**src/rtl/seg7_pkg.sv**
```systemverilog
// Shared definitions for the seven-segment display blocks: active-low segment
// patterns, the scan reader state type and the pattern-to-hex lookup.
package seg7_pkg;

    // Active-low patterns, bit order {g,f,e,d,c,b,a}
    localparam logic [6:0] SEG_0 = 7'h40;
    localparam logic [6:0] SEG_1 = 7'h79;
    localparam logic [6:0] SEG_2 = 7'h24;
    localparam logic [6:0] SEG_3 = 7'h30;
    localparam logic [6:0] SEG_4 = 7'h19;
    localparam logic [6:0] SEG_5 = 7'h12;
    localparam logic [6:0] SEG_6 = 7'h02;
    localparam logic [6:0] SEG_7 = 7'h78;
    localparam logic [6:0] SEG_8 = 7'h00;
    localparam logic [6:0] SEG_9 = 7'h18;
    localparam logic [6:0] SEG_A = 7'h08;
    localparam logic [6:0] SEG_B = 7'h03;
    localparam logic [6:0] SEG_C = 7'h46;
    localparam logic [6:0] SEG_D = 7'h21;
    localparam logic [6:0] SEG_E = 7'h06;
    localparam logic [6:0] SEG_F = 7'h0E;

    typedef enum logic {
        COLLECT = 1'b0,
        PUBLISH = 1'b1
    } state_t;

    // Returns {known, nibble}; unknown patterns give {0, 0}
    function automatic logic [4:0] seg_to_hex(input logic [6:0] seg_n);
        case (seg_n)
            SEG_0:   return {1'b1, 4'h0};
            SEG_1:   return {1'b1, 4'h1};
            SEG_2:   return {1'b1, 4'h2};
            SEG_3:   return {1'b1, 4'h3};
            SEG_4:   return {1'b1, 4'h4};
            SEG_5:   return {1'b1, 4'h5};
            SEG_6:   return {1'b1, 4'h6};
            SEG_7:   return {1'b1, 4'h7};
            SEG_8:   return {1'b1, 4'h8};
            SEG_9:   return {1'b1, 4'h9};
            SEG_A:   return {1'b1, 4'hA};
            SEG_B:   return {1'b1, 4'hB};
            SEG_C:   return {1'b1, 4'hC};
            SEG_D:   return {1'b1, 4'hD};
            SEG_E:   return {1'b1, 4'hE};
            SEG_F:   return {1'b1, 4'hF};
            default: return 5'h00;
        endcase
    endfunction

endpackage

```
**src/rtl/seg7_pattern_match.sv**
```systemverilog
// Combinational seven-segment pattern to hex nibble lookup.
module seg7_pattern_match
    import seg7_pkg::*;
(
    input  logic [6:0] seg_n,
    output logic       known,
    output logic [3:0] nibble
);

    // Table lookup of the active-low segment pattern
    always_comb begin
        {known, nibble} = seg_to_hex(seg_n);
    end

endmodule

```
**src/rtl/seg7_scan_reader.sv**
```systemverilog
// Reads a multiplexed active-low seven-segment bus: debounces each digit
// strobe, decodes the stable pattern and publishes the assembled word once
// every digit has been captured.
module seg7_scan_reader
    import seg7_pkg::*;
#(
    parameter int DIGITS     = 4,
    parameter int STABLE_CNT = 3,
    parameter int CNT_W      = 4
) (
    input  logic                clk,
    input  logic                resetn,
    input  logic                sample_en,
    input  logic [6:0]          seg_n,
    input  logic [DIGITS-1:0]   dig_sel,
    output logic [4*DIGITS-1:0] value,
    output logic                valid,
    output logic                err,
    output logic [DIGITS-1:0]   digit_err
);

    localparam int SW    = 7 + DIGITS;
    localparam int IDX_W = (DIGITS > 1) ? $clog2(DIGITS) : 1;
    localparam logic [CNT_W-1:0] CNT_MAX = CNT_W'(STABLE_CNT);
    localparam logic [CNT_W-1:0] CNT_PRE = CNT_W'(STABLE_CNT - 1);
    localparam logic [CNT_W-1:0] CNT_ONE = CNT_W'(1);

    logic [SW-1:0]         cur;
    logic [SW-1:0]         prev;
    logic [CNT_W-1:0]      cnt;
    logic [CNT_W-1:0]      cnt_nxt;
    logic                  same;
    logic                  onehot;
    logic [IDX_W-1:0]      dig_idx;
    logic                  capture;
    logic                  known;
    logic [3:0]            nibble;

    logic [4*DIGITS-1:0]   shadow;
    logic [4*DIGITS-1:0]   shadow_nxt;
    logic [DIGITS-1:0]     shadow_err;
    logic [DIGITS-1:0]     shadow_err_nxt;
    logic [DIGITS-1:0]     captured;
    logic [DIGITS-1:0]     captured_nxt;

    state_t                state;
    state_t                state_nxt;
    logic                  publish;

    assign cur   = {seg_n, dig_sel};
    assign same  = (cur == prev);
    assign valid = (state == PUBLISH);

    seg7_pattern_match u_match (
        .seg_n  (seg_n),
        .known  (known),
        .nibble (nibble)
    );

    // Stability counter: restarts on any bus change, saturates at STABLE_CNT
    always_comb begin
        cnt_nxt = CNT_ONE;
        if (same) begin
            if (cnt >= CNT_MAX) cnt_nxt = CNT_MAX;
            else                cnt_nxt = cnt + CNT_ONE;
        end
    end

    // Strobe decode: exactly-one-hot check and index of the selected digit
    always_comb begin
        onehot  = (dig_sel != '0) && ((dig_sel & (dig_sel - DIGITS'(1))) == '0);
        dig_idx = '0;
        for (int i = 0; i < DIGITS; i++) begin
            if (dig_sel[i]) dig_idx = IDX_W'(i);
        end
    end

    // A run captures once, on the edge the counter reaches STABLE_CNT
    assign capture = sample_en && same && (cnt == CNT_PRE) && onehot;

    // Frame bookkeeping: publish clears first, then a coincident capture lands
    always_comb begin
        shadow_nxt     = shadow;
        shadow_err_nxt = publish ? '0 : shadow_err;
        captured_nxt   = publish ? '0 : captured;
        if (capture) begin
            captured_nxt[dig_idx] = 1'b1;
            shadow_err_nxt[dig_idx] = ~known;
            if (known) shadow_nxt[int'(dig_idx)*4 +: 4] = nibble;
        end
    end

    // Next state: publish as soon as every digit is captured, then one cycle in PUBLISH
    always_comb begin
        state_nxt = state;
        publish   = 1'b0;
        case (state)
            COLLECT: begin
                if (&captured) begin
                    publish   = 1'b1;
                    state_nxt = PUBLISH;
                end
            end
            PUBLISH: state_nxt = COLLECT;
            default: state_nxt = COLLECT;
        endcase
    end

    // Sample history, advanced only on sampling ticks
    always_ff @(posedge clk or negedge resetn) begin
        if (!resetn) begin
            prev <= '0;
            cnt  <= '0;
        end else if (sample_en) begin
            prev <= cur;
            cnt  <= cnt_nxt;
        end
    end

    // Shadow word, error mask and captured mask
    always_ff @(posedge clk or negedge resetn) begin
        if (!resetn) begin
            shadow     <= '0;
            shadow_err <= '0;
            captured   <= '0;
        end else begin
            shadow     <= shadow_nxt;
            shadow_err <= shadow_err_nxt;
            captured   <= captured_nxt;
        end
    end

    // State register
    always_ff @(posedge clk or negedge resetn) begin
        if (!resetn) state <= COLLECT;
        else         state <= state_nxt;
    end

    // Published outputs, held between valid pulses
    always_ff @(posedge clk or negedge resetn) begin
        if (!resetn) begin
            value     <= '0;
            err       <= 1'b0;
            digit_err <= '0;
        end else if (publish) begin
            value     <= shadow;
            err       <= |shadow_err;
            digit_err <= shadow_err;
        end
    end

endmodule
```
**config.mk**
```make
export PLATFORM = sky130hd
export DESIGN_NAME = seg7_scan_reader
export DESIGN_NICKNAME = d
export VERILOG_FILES = /design/src/rtl/seg7_pkg.sv /design/src/rtl/seg7_pattern_match.sv /design/src/rtl/seg7_scan_reader.sv
export SDC_FILE = /design/constraint.sdc
export NUM_CORES = 1
export LEC_CHECK = 0
export ABC_CLOCK_PERIOD_IN_PS = 2130
export CORE_MARGIN = 1
export CORE_UTILIZATION = 56
export CTS_CLUSTER_DIAMETER = 200
export DETAILED_ROUTE_END_ITERATION = 8
export HOLD_SLACK_MARGIN = 0.15
export PLACE_DENSITY = 0.86
export SLEW_MARGIN = 20
export SYNTH_ARGS = -nofsm -noshare
export SYNTH_HDL_FRONTEND = slang
export SYNTH_HIERARCHICAL = 1
export SYNTH_SLANG_ARGS = --single-unit
```
**constraint.sdc**
```tcl
create_clock -name clk -period 2.13 [get_ports clk]
set_input_delay 0.426 -clock clk [delete_from_list [all_inputs] [get_ports clk]]
set_output_delay 0.426 -clock clk [all_outputs]
set_load 0.05 [all_outputs]
```
Word level (Yosys, flattened, before mapping)
Index checks and enable logic that the tools add are counted.
{"block": "word_totals", "input_bits": 14, "regBits": 61, "elab_cells": 66, "output_inout_bits": 22}
{"block": "classes", "reduce_logical": 11, "n_addsub": 3, "mux": 17, "bitwise": 4, "n_shift": 2, "eq_ne": 17, "order_cmp": 3}
{"cell": "5-bit case mux with 16 select lines", "n": 1}
{"cell": "4-bit negator with 33-bit output", "n": 1}
{"cell": "4-bit by 33-bit variable shift with 16-bit output (first input constant)", "n": 1}
{"cell": "4-bit by 33-bit indexed part select with 16-bit output", "n": 1}
{"cell": "7-bit equality test (second input constant)", "n": 4}
{"cell": "4-bit two-way mux", "n": 6}
{"cell": "7-bit by 5-bit equality test with 1-bit output (second input constant)", "n": 3}
{"cell": "7-bit by 6-bit equality test with 1-bit output (second input constant)", "n": 3}
{"cell": "16-bit bitwise mux", "n": 1}
{"cell": "7-bit by 2-bit equality test with 1-bit output (second input constant)", "n": 2}
{"cell": "7-bit by 4-bit equality test with 1-bit output (second input constant)", "n": 2}
{"cell": "11-bit equality test", "n": 1}
{"cell": "7-bit by 3-bit equality test with 1-bit output (second input constant)", "n": 1}
{"cell": "7-bit logical NOT", "n": 1}
{"cell": "1-bit logical AND", "n": 5}
{"cell": "4-bit by 1-bit adder with 4-bit output (second input constant)", "n": 1}
{"cell": "4-bit bitwise AND", "n": 1}
{"cell": "4-bit bitwise mux", "n": 1}
{"cell": "4-bit by 2-bit equality test with 1-bit output (second input constant)", "n": 1}
{"cell": "4-bit by 2-bit greater-or-equal comparator with 1-bit output (second input constant)", "n": 1}
{"cell": "4-bit logical NOT", "n": 1}
{"cell": "1-bit two-way mux", "n": 4}
{"cell": "2-bit two-way mux", "n": 2}
{"cell": "4-bit OR", "n": 1}
{"cell": "10 further kinds", "n": 11}

Depth between registers and ports, before layout
Gate-level depths: netlist of the first run.
{"block": "logic_depth", "ltp_word": 9, "ltp_mapped": 10, "depth_no_buf": 9}

Cells and area by module
Netlist of the first run, hierarchy kept.
{"mod": "seg7_scan_reader", "cells_per_inst": 269, "area_each_um2": 2781.4, "n_inst": 1, "seq_area_each_um2": 1526.5}
{"mod": "seg7_pattern_match", "cells_per_inst": 50, "area_each_um2": 360.3, "n_inst": 1, "seq_area_each_um2": 0.0}

Worst setup path after synthesis of the first run
Ideal clock, no wire load.
{"block": "synth_path", "path_kind": "input port to flip-flop", "startpoint": "input seg_n[1]", "endpoint": "register shadow[10]", "stages": 9, "path_slack_ps": -282, "required_ps": 2002, "path_buffers": 1, "t_arrival_ps": 2284, "setup_time_ps": 128, "path_cell_list": "buf_2 nor2_1 a22oi_1 o41ai_2 or3b_1 nand2_1 nor3_1 nand4_2 mux2_1"}
{"block": "synth_via", "elab_cells_between_ends": 24, "classes_between": "eq/ne (16); shift (1); mux (2); reduce/logical (5)"}
{"element": "start: declaration", "line": "seg7_scan_reader.sv:14", "source": "input logic [6:0] seg_n,"}
{"element": "7-bit by 4-bit equality test with 1-bit output (tied with other cells)", "line": "seg7_pkg.sv:30", "source": "case (seg_n)"}
{"element": "5-bit case mux with 16 select lines *", "line": "seg7_pkg.sv:30"}
{"element": "via nibble[3]", "line": "seg7_scan_reader.sv:37", "source": "logic [3:0] nibble;"}
{"element": "4-bit by 33-bit indexed part select with 16-bit output *", "line": "seg7_scan_reader.sv:89", "source": "if (known) shadow_nxt[int'(dig_idx)*4 +: 4] = nibble;"}
{"element": "16-bit bitwise mux *", "line": "seg7_scan_reader.sv:89"}
{"element": "end signal: assignment", "line": "seg7_scan_reader.sv:127", "source": "shadow <= shadow_nxt;"}
{"element": "end: declaration", "line": "seg7_scan_reader.sv:39", "source": "logic [4*DIGITS-1:0] shadow;"}
Mark *: on every way through the listed nets, which the timed path passes. The rest lies on a longest branch.
A chain may end at the register's enable or synchronous reset.

Worst setup path after layout of the first run
{"block": "layout_path", "startpoint": "input seg_n[4]", "endpoint": "register shadow[3]"}
The elaborated chain is that of the path after synthesis.

==> summary.txt, run 1 <==
Setup path
  • Kind of cell adding the most delay to the critical path: simple AND/OR/NAND/NOR gates
  • Endpoint required time on the critical path: roughly 2.4 ns
  • Critical-path maximum fanout: 5
  • Critical path arrival: approximately 2.3 ns
  • CP bufs+invs: 2
  • Largest stage delay, worst path: about 0.33 ns
  • Worst-path cell with the longest stage delay: sky130_fd_sc_hd__o41ai_2
  • Critical path endpoint category: flop
  • Category of the critical setup timing path: input pin to flop
  • Number of cells on the worst reg-to-reg path: 7
  • Cells along the critical path: buf_4 > nor3b_4 > a22oi_2 > o41ai_2 > or3b_4 > nand2_4 > nor3_4 > nand4_1 > buf_6 > mux2i_2
  • RR Endpoint: shadow[3]$_DFFE_PN0P_
  • Register-to-register setup slack: between 0.3 and 0.4 ns
  • Startpoint Class: input pin
  • Logic depth of the worst path, buffers included: 10
  • Launch instance of the worst register-to-register path: prev[9]$_DFFE_PN0P_

Die
  • Area of the die: between 5000 and 6000 µm²
  • Effective utilization at floorplan: 59.62%
  • Standard cell core area: roughly 5300 µm²
  • Die Height: slightly below 80 µm
  • Count of boundary I/O pins: 36
  • Standard-cell row count: 26
  • Horizontal die dimension: between 70 and 80 µm

Clock network
  • H-tree depth reported by CTS: 3
  • Clock latency on the worst-skew pair: around 0.34 ns
  • Clock tree from TritonCTS: done
  • Clock Path Buffers: 2
  • Buffer cell driving the clock tree root: sky130_fd_sc_hd__clkbuf_8
  • TritonCTS Sinks: between 60 and 70
  • Register clock-pin slew on the reported worst setup and hold paths: 0.07 ns
  • TritonCTS Buffers: 9

Placement
  • HPWL after DPL: slightly above 5 mm
  • Total of buffers placed on input and output ports: 35
  • Weighted congestion reported at the end of routability-driven placement: slightly above 0.9
  • Placed Instance Area: ~3900 µm²

Global routing
  • Number of global-route vias before repair: 2,588
  • First-pass GRT wire length: approximately 12 mm
  • Number of antenna violations at the first check in global routing: 0
  • Leftover overflow at the end of global routing: 0
  • GRT Util Overall: between 20% and 30%
  • Pin count of the biggest net entering global routing: 31

Worst hold path
  • Startpoint of the tightest hold check path: seg_n[0]
  • Worst Hold Depth: 3
  • Hold path endpoint: prev[4]$_DFFE_PN0P_
  • Hold/Removal Path Class: input pin to flop

Synthesis
  • Number of synthesized flops with an enable pin: 0
  • Netlist cell types: about 50
  • Most frequent cell after synthesis: sky130_fd_sc_hd__nand2_1
  • Synthesized area per cell: 9.849 µm²
  • Flop and latch count out of synthesis: 61
  • Fraction of registers with async set or reset after synthesis: 100.0%
  • Yosys warnings: 6
  • Post-Syn Area: around 3100 µm²
  • Area share of the largest cell type after synthesis: roughly half
  • Synthesized instance count: around 320
  • Most common flop cell mapped by yosys: sky130_fd_sc_hd__dfrtp_1
  • Yosys top cell by area: sky130_fd_sc_hd__dfrtp_1
  • Cell types occupying the most area after synthesis: sky130_fd_sc_hd__dfrtp_1, sky130_fd_sc_hd__nand2_1, sky130_fd_sc_hd__mux2i_1, sky130_fd_sc_hd__mux2_2, sky130_fd_sc_hd__ha_1
  • Cell types with the highest counts after synthesis: sky130_fd_sc_hd__nand2_1, sky130_fd_sc_hd__dfrtp_1, sky130_fd_sc_hd__inv_1
  • Sequential area share after synthesis: 48.59%
  • Post-Synthesis Net Count: ~340

Pwr
  • Internal power of the cells: 1.876 mW
  • Max IR drop VDD: a little under 0.0005 V
  • Cell Pwr Density: approximately 610 nW/µm²
  • Combinational fraction of design power: 12.4%
  • Share of total power in the clock network: just over 40%
  • Static leakage: 2.085 nW
  • Net Sw Power: 0.6564 mW
  • Sw Share: ~26%
  • Share of total power in sequential cells: between 40% and 50%

Timing
  • Fin Clk Skew: 0.009343 ns
  • Minimum clock period: just over 2 ns
  • Post-route worst hold slack: approximately 0.45 ns
  • Max transition margin: 52.63%
  • Fin. max-slew vios: 0
  • Max Clock Freq: ~480 MHz
  • Final number of hold-violating endpoints: 0
  • Ratio of final minimum period to clock period: 97.12%
  • Setup violators final: 0
  • Sum Neg Setup Slack: 0 ns
  • Pin slew with the least headroom to its limit: between 0.6 and 0.7 ns

Drt
  • Total length of routed wires: between 7 and 8 mm
  • Vias: between 2,000 and 3,000
  • Antenna violation net count after detailed routing: 0
  • Avg WL per Cell: 15.01 µm
  • Remaining design rule violation count: 0
  • Iteration-0 DRC count of the detailed router: between 100 and 150
  • TritonRoute pass-1 iters: 4
  • Average via count per standard cell: ~5.3

Finish
  • Total area of multi-input combinational cells: about 1500 µm²
  • Post-route cell area: approximately 4200 µm²
  • Post-synthesis to final-layout area growth: 33.01%
  • Seq. cell area: about 1500 µm²
  • Number of inserted diodes: 0
  • Number of fillers in the final layout: 343
  • Final #Nets: 426
  • Layout cells sized above 1: between 20 and 30%

Status
  • Result of the run: complete, no violations

Flow run
  • Max Cap Viol: 0
-- cell type report --
class | count | share of cell area [%]
sequential | 61 | 36.53
timing repair buffer | 88 | 17.84
clock inverter | 7 | 1.796
tap | 70 | 2.096
inverter | 20 | 1.796
multi-input combinational | 222 | 36.98
clock buffer | 9 | 2.964
-- cells by family (layout without fill, tap and decap cells) --
group / count (synthesis) / in the layout / synth area share, %
buf+inv: 36 / 124 / 5.177
simple gates: 145 / 145 / 22.54
compound gates: 21 / 21 / 4.978
flops: 61 / 61 / 48.59
fa+ha+maj: 10 / 10 / 3.982
xor+xnor: 14 / 14 / 3.903
mux: 32 / 32 / 10.83
-- power by group through the flow --
stage | clock network [mW] | registers [mW] | logic [mW]
finish | 1.03 | 1.19 | 0.313
global route | 1.09 | 1.19 | 0.339
CTS | 1.03 | 1.19 | 0.303
detailed placement | 0 | 1.22 | 0.297
global placement | 0 | 1.21 | 0.290
floorplan | 0 | 1.21 | 0.147
-- flip-flops by register name, summed over array words and instances (netlist names) --
register and count:
shadow_err 4, shadow 16, prev 11, err 1
valid 1, value 16, cnt 4, digit_err 4
captured 4
-- placed cells by master (no fill, tap or decap), drive strengths merged --
cell and count:
dfrtp 61, a22oi 2, mux2i 16, a21o 1
nand2 89, nand3b 2, ha 10, and3 6
or3b 1, a211oi 1, nor3b 5, nor2 9
nor4 1, o41ai 2, o311ai 1, a32o 1
nor2b 4, o21ai 6, and4 1, or4 1
a22o 2, or2 1, bufinv 1, clkinv 2
mux2 16, a32oi 1, xnor2 12, clkdlybuf4s50 27
dlygate4sd3 1, and2 1, nor3 4, xor2 2
clkinvlp 3, a31oi 2, nand3 4, buf 57
a21oi 2, nand4 16, inv 21, clkbuf 12
-- routing by layer --
| layer | vias up | wire (µm) | track usage, % | share of wire [%] |
|---|---|---|---|---|
| li1 | 1237 | - | - | - |
| met1 | 1212 | 2966 | 30.88 | 41 |
| met2 | 72 | 3708 | 45.89 | 52 |
| met3 | 19 | 270 | 6.786 | 3.8 |
| met4 | 0 | 212 | 11.73 | 3.0 |
| met5 | - | 0 | 0 | 0 |
-- worst register-to-register path, delay by kind of cell, from the launching register on --
family                 cells  cell delay (ns)
flip-flops                 1             0.39
AND/OR/NAND/NOR            3             0.57
XOR/XNOR                   1             0.22
multiplexers               1             0.18
buffers and inverters      2             0.33
-- worst max path at each step --
stage	slack (ns)	end	startpoint
after floorplan	-0.19	shadow[10]$_DFFE_PN0P_	seg_n[3]
after CTS	0.009	shadow[3]$_DFFE_PN0P_	seg_n[0]
after global routing	-0.04	shadow[3]$_DFFE_PN0P_	seg_n[4]
after global placement	-0.63	shadow[13]$_DFFE_PN0P_	seg_n[4]
final	0.06	shadow[3]$_DFFE_PN0P_	seg_n[4]
after detailed placement	-0.70	shadow[3]$_DFFE_PN0P_	seg_n[5]
-- timing repair --
| item | CTS | global route |
|---|---|---|
| buffers inserted | 0 | 2 |
| gates resized for setup | 15 | 31 |
| hold buffers | 1 | 0 |
| pin swaps | 6 | 10 |
| endpoints found under the setup margin | 16 | 16 |
| hold endpoints to repair | 27 | 0 |
-- metrics by stage --
stage / power [mW] / setup WS, ns / utilization [%] / cells
after floorplan: 1.360 / -0.1873 / - / 319
after global placement: 1.503 / -0.6346 / 74.29 / 458
after detailed placement: 1.513 / -0.6989 / 74.29 / 458
after CTS: 2.528 / 0.008777 / 78.54 / 475
after global routing: 2.627 / -0.03983 / 79.30 / 477
final: 2.532 / 0.06128 / 79.30 / 477
Note: power is estimated with default switching activity, not from simulation.
==> run 2, diff against run 1 <==
Settings changed: ABC_CLOCK_PERIOD_IN_PS 2130 to 2600, CORE_UTILIZATION 56 to 61, PLACE_DENSITY 0.86 to 0.91, SYNTH_HIERARCHICAL 1 to default.
Clock period 2.13 ns to 2.6 ns, I/O delays scaled along.
==> summary.txt, run 2 <==
Drt
  • Remaining design rule violation count: 0 (unchanged)
  • Total length of routed wires: 6.960 mm (-2.8%)
  • Average via count per standard cell: 5.636 (+5.8%)
  • Antenna violation net count after detailed routing: 0 (unchanged)
  • Avg WL per Cell: 15.43 µm (+2.8%)
  • Vias: 2,542 (+0.079%)
  • TritonRoute pass-1 iters: 4 (unchanged)
  • Iteration-0 DRC count of the detailed router: 153 (+20%)

Die
  • Count of boundary I/O pins: 36 (unchanged)
  • Die Height: 75.30 µm (-2.1%)
  • Standard-cell row count: 26 (unchanged)
  • Effective utilization at floorplan: 63.75% (+4.1 points)
  • Standard cell core area: 5140 µm² (-2.5%)
  • Area of the die: 5669 µm² (-4.1%)
  • Horizontal die dimension: 75.30 µm (-2.1%)

Setup path
  • RR Endpoint: value[14]$_DFFE_PN0P_
  • Critical path arrival: 2.52 ns (+0.20 ns)
  • Endpoint required time on the critical path: 2.81 ns (+0.43 ns)
  • Crit path from: seg_n[6]
  • Startpoint Class: input pin
  • Number of cells on the worst reg-to-reg path: 5 (-2)
  • Category of the critical setup timing path: input pin to flop
  • Crit path capture: shadow[6]$_DFFE_PN0P_
  • Launch instance of the worst register-to-register path: captured[0]$_DFF_PN0_
  • Critical path endpoint category: flop
  • Register-to-register setup slack: 0.70 ns (+0.35 ns)
  • Critical-path maximum fanout: 9 (+4)

Finish
  • Post-synthesis to final-layout area growth: 22.64%
  • Leading cell types in the layout, fill and taps excluded: sky130_fd_sc_hd__nand2_1, sky130_fd_sc_hd__dfrtp_1, sky130_fd_sc_hd__clkdlybuf4s50_1, sky130_fd_sc_hd__buf_4, sky130_fd_sc_hd__mux2_2
  • Number of fillers in the final layout: 340 (-0.87%)
  • Final #Nets: 400 (-6.1%)
  • Total area of multi-input combinational cells: 1588 µm² (+2.8%)
  • Most common cell after layout, fill and taps aside: sky130_fd_sc_hd__nand2_1
  • Layout cells sized above 1: 20.21% (-7.8 points)
  • Largest registers: shadow: 16 flops, value: 16 flops, prev: 11 flops
  • Seq. cell area: 1526 µm² (unchanged)
  • Number of inserted diodes: 0 (unchanged)
  • Fraction of the core area covered by cells at the end of the flow: 78.19% (-1.1 points)

Clock network
  • Buffer cell driving the clock tree root: sky130_fd_sc_hd__clkbuf_8
  • Register clock-pin slew on the reported worst setup and hold paths: 0.06 ns (about the same)
  • Clock latency on the worst-skew pair: 0.34 ns (about the same)
  • H-tree depth reported by CTS: 3 (unchanged)
  • Clock tree from TritonCTS: done
  • TritonCTS Sinks: 61 (unchanged)
  • Clock Path Buffers: 2 (unchanged)
  • Post-CTS setup buffer count: 0 (unchanged)
  • TritonCTS Buffers: 9 (unchanged)

Timing
  • Max Clock Freq: 434.5 MHz
  • Final number of hold-violating endpoints: 0 (unchanged)
  • Setup repair after global routing missed its margin: false
  • Fin. max-slew vios: 0 (unchanged)
  • Minimum clock period: between 2 and 2.5 ns
  • Sum Neg Setup Slack: 0 ns (unchanged)
  • Ratio of final minimum period to clock period: just under 90%
  • Pin slew with the least headroom to its limit: 0.5584 ns (-0.1410 ns)
  • Post-route worst hold slack: 0.4737 ns (+0.01919 ns)
  • Setup violators final: 0 (unchanged)
  • Fin Clk Skew: 0.007602 ns (-0.001742 ns)
  • Max transition margin: 62.77% (+10 points)

Synthesis
  • Number of synthesized flops with an enable pin: 0 (unchanged)
  • Yosys top cell by area: sky130_fd_sc_hd__dfrtp_1
  • Cell types occupying the most area after synthesis: sky130_fd_sc_hd__dfrtp_1, sky130_fd_sc_hd__nand2_1, sky130_fd_sc_hd__mux2_2, sky130_fd_sc_hd__xnor2_1, sky130_fd_sc_hd__ha_1
  • Flop and latch count out of synthesis: 61 (unchanged)
  • Most frequent cell after synthesis: sky130_fd_sc_hd__nand2_1
  • Synthesized area per cell: 10.11 µm² (+2.7%)
  • Yosys warnings: 0 (-6)
  • Synthesized instance count: 324 (+1.6%)
  • Most common flop cell mapped by yosys: sky130_fd_sc_hd__dfrtp_1
  • Post-Synthesis Net Count: 347 (+1.2%)
  • Sequential area share after synthesis: 46.58% (-2.0 points)
  • Netlist cell types: 54 (+10%)
  • Fraction of registers with async set or reset after synthesis: 100.0% (unchanged)
  • Post-Syn Area: 3277 µm² (+4.3%)
  • Area share of the largest cell type after synthesis: 46.58% (-2.0 points)
  • Cell types with the highest counts after synthesis: sky130_fd_sc_hd__nand2_1, sky130_fd_sc_hd__dfrtp_1, sky130_fd_sc_hd__mux2_2

Placement
  • Total of buffers placed on input and output ports: 35 (unchanged)
  • HPWL after DPL: 4.936 mm (-1.9%)
  • Weighted congestion reported at the end of routability-driven placement: 0.9087 (+0.20%)

Global routing
  • Number of global-route vias before repair: 2,488 (-3.9%)
  • Number of antenna violations at the first check in global routing: 0 (unchanged)
  • Pin count of the biggest net entering global routing: 36 (+16%)
  • GRT Util Overall: 27.71% (+1.2 points)
  • Leftover overflow at the end of global routing: 0 (unchanged)
  • First-pass GRT wire length: 11.50 mm (-4.1%)

Pwr
  • Cell Pwr Density: 495.9 nW/µm² (-18%)
  • Static leakage: 1.900 nW (-8.9%)
  • Max IR drop VDD: 0.0004595 V (-7.6%)
  • Total chip power: 1.993 mW (-21%)

Worst hold path
  • Hold/Removal Path Class: flop to flop

Flow run
  • Max Cap Viol: 0 (unchanged)

Status
  • Result of the run: complete, no violations
-- run 2: kinds of logic (layout without fill, tap and decap cells) --
logic type	Yosys count	in the layout	share of synthesized area, %
AOI/OAI and AO/OA	42	42	10.27
xor gates and xnor gates	15	15	4.009
adders and majority gates	9	9	3.436
buffers and inverters	34	91	5.002
DFF	61	61	46.58
muxes	30	30	10.23
and+or+nand+nor	133	133	20.47
-- run 2: area by class of cell --
cell class	count	share of cell area, %
flip-flops and latches	61	37.98
repair buffers	61	14.45
multi-input cells	229	39.51
well taps	70	2.179
clock buffers	10	3.176
inverters	15	1.401
clock inverters	5	1.308
-- run 2: how the worst min path moves through the flow --
stage / cells after the start / startpoint / slack, ns / end
5_1_grt: 2 / value[3]$_DFFE_PN0P_ / 0.50 / value[3]$_DFFE_PN0P_
3_5_place_dp: 2 / shadow[9]$_DFFE_PN0P_ / 0.46 / value[9]$_DFFE_PN0P_
3_3_place_gp: 2 / shadow[5]$_DFFE_PN0P_ / 0.44 / value[5]$_DFFE_PN0P_
2_1_floorplan: 0 / resetn / 0.22 / captured[0]$_DFF_PN0_
4_1_cts: 2 / captured[3]$_DFF_PN0_ / 0.48 / captured[3]$_DFF_PN0_
6_report: 2 / digit_err[2]$_DFFE_PN0P_ / 0.47 / digit_err[2]$_DFFE_PN0P_
-- run 2: critical path: stages --
cell and delay (ns):
sky130_fd_sc_hd__clkdlybuf4s50_1 0.51, sky130_fd_sc_hd__buf_4 0.22, sky130_fd_sc_hd__nor4b_2 0.17, sky130_fd_sc_hd__o31ai_4 0.23, sky130_fd_sc_hd__o211ai_4 0.15, sky130_fd_sc_hd__o2111ai_2 0.33, sky130_fd_sc_hd__mux2_2 0.38
-- run 2: power by group --
part	total [mW]	internal, mW	switching, mW
clock	0.778	0.432	0.346
combinational	0.237	0.108	0.129
sequential	0.978	0.967	0.0114
-- run 2: stage by stage --
step / std cells / instance area [µm²] / setup WS, ns
finish: 451 / 4019 / 0.2986
global route: 451 / 4019 / 0.2488
detailed placement: 435 / 3827 / -0.02106
global placement: 435 / 3827 / 0.04573
floorplan: 324 / 3277 / 0.5550
CTS: 451 / 4018 / 0.1878
-- run 2: repair_timing --
action                     4_1_cts  5_1_grt
hold endpoints to repair         7        0
setup endpoints to repair        0        9
hold buffers                     1        0
resized for setup                0        1
-- run 2: metal layers --
layer | wire length (µm) | global-route usage (%) | part of all wire [%] | vias to the layer above
met1 | 2814 | 33.19 | 40 | 1225
met4 | 194 | 12.55 | 2.8 | 0
met2 | 3577 | 46.53 | 51 | 86
met3 | 374 | 8.069 | 5.4 | 20
li1 | - | - | - | 1211
met5 | 0 | 0 | 0 | -
==> run 3, diff against run 2 <==
Settings changed: ABC_CLOCK_PERIOD_IN_PS 2600 to default.
==> results of run 3 <==
The final DEF is identical to that of run 2; final timing and power are the same.
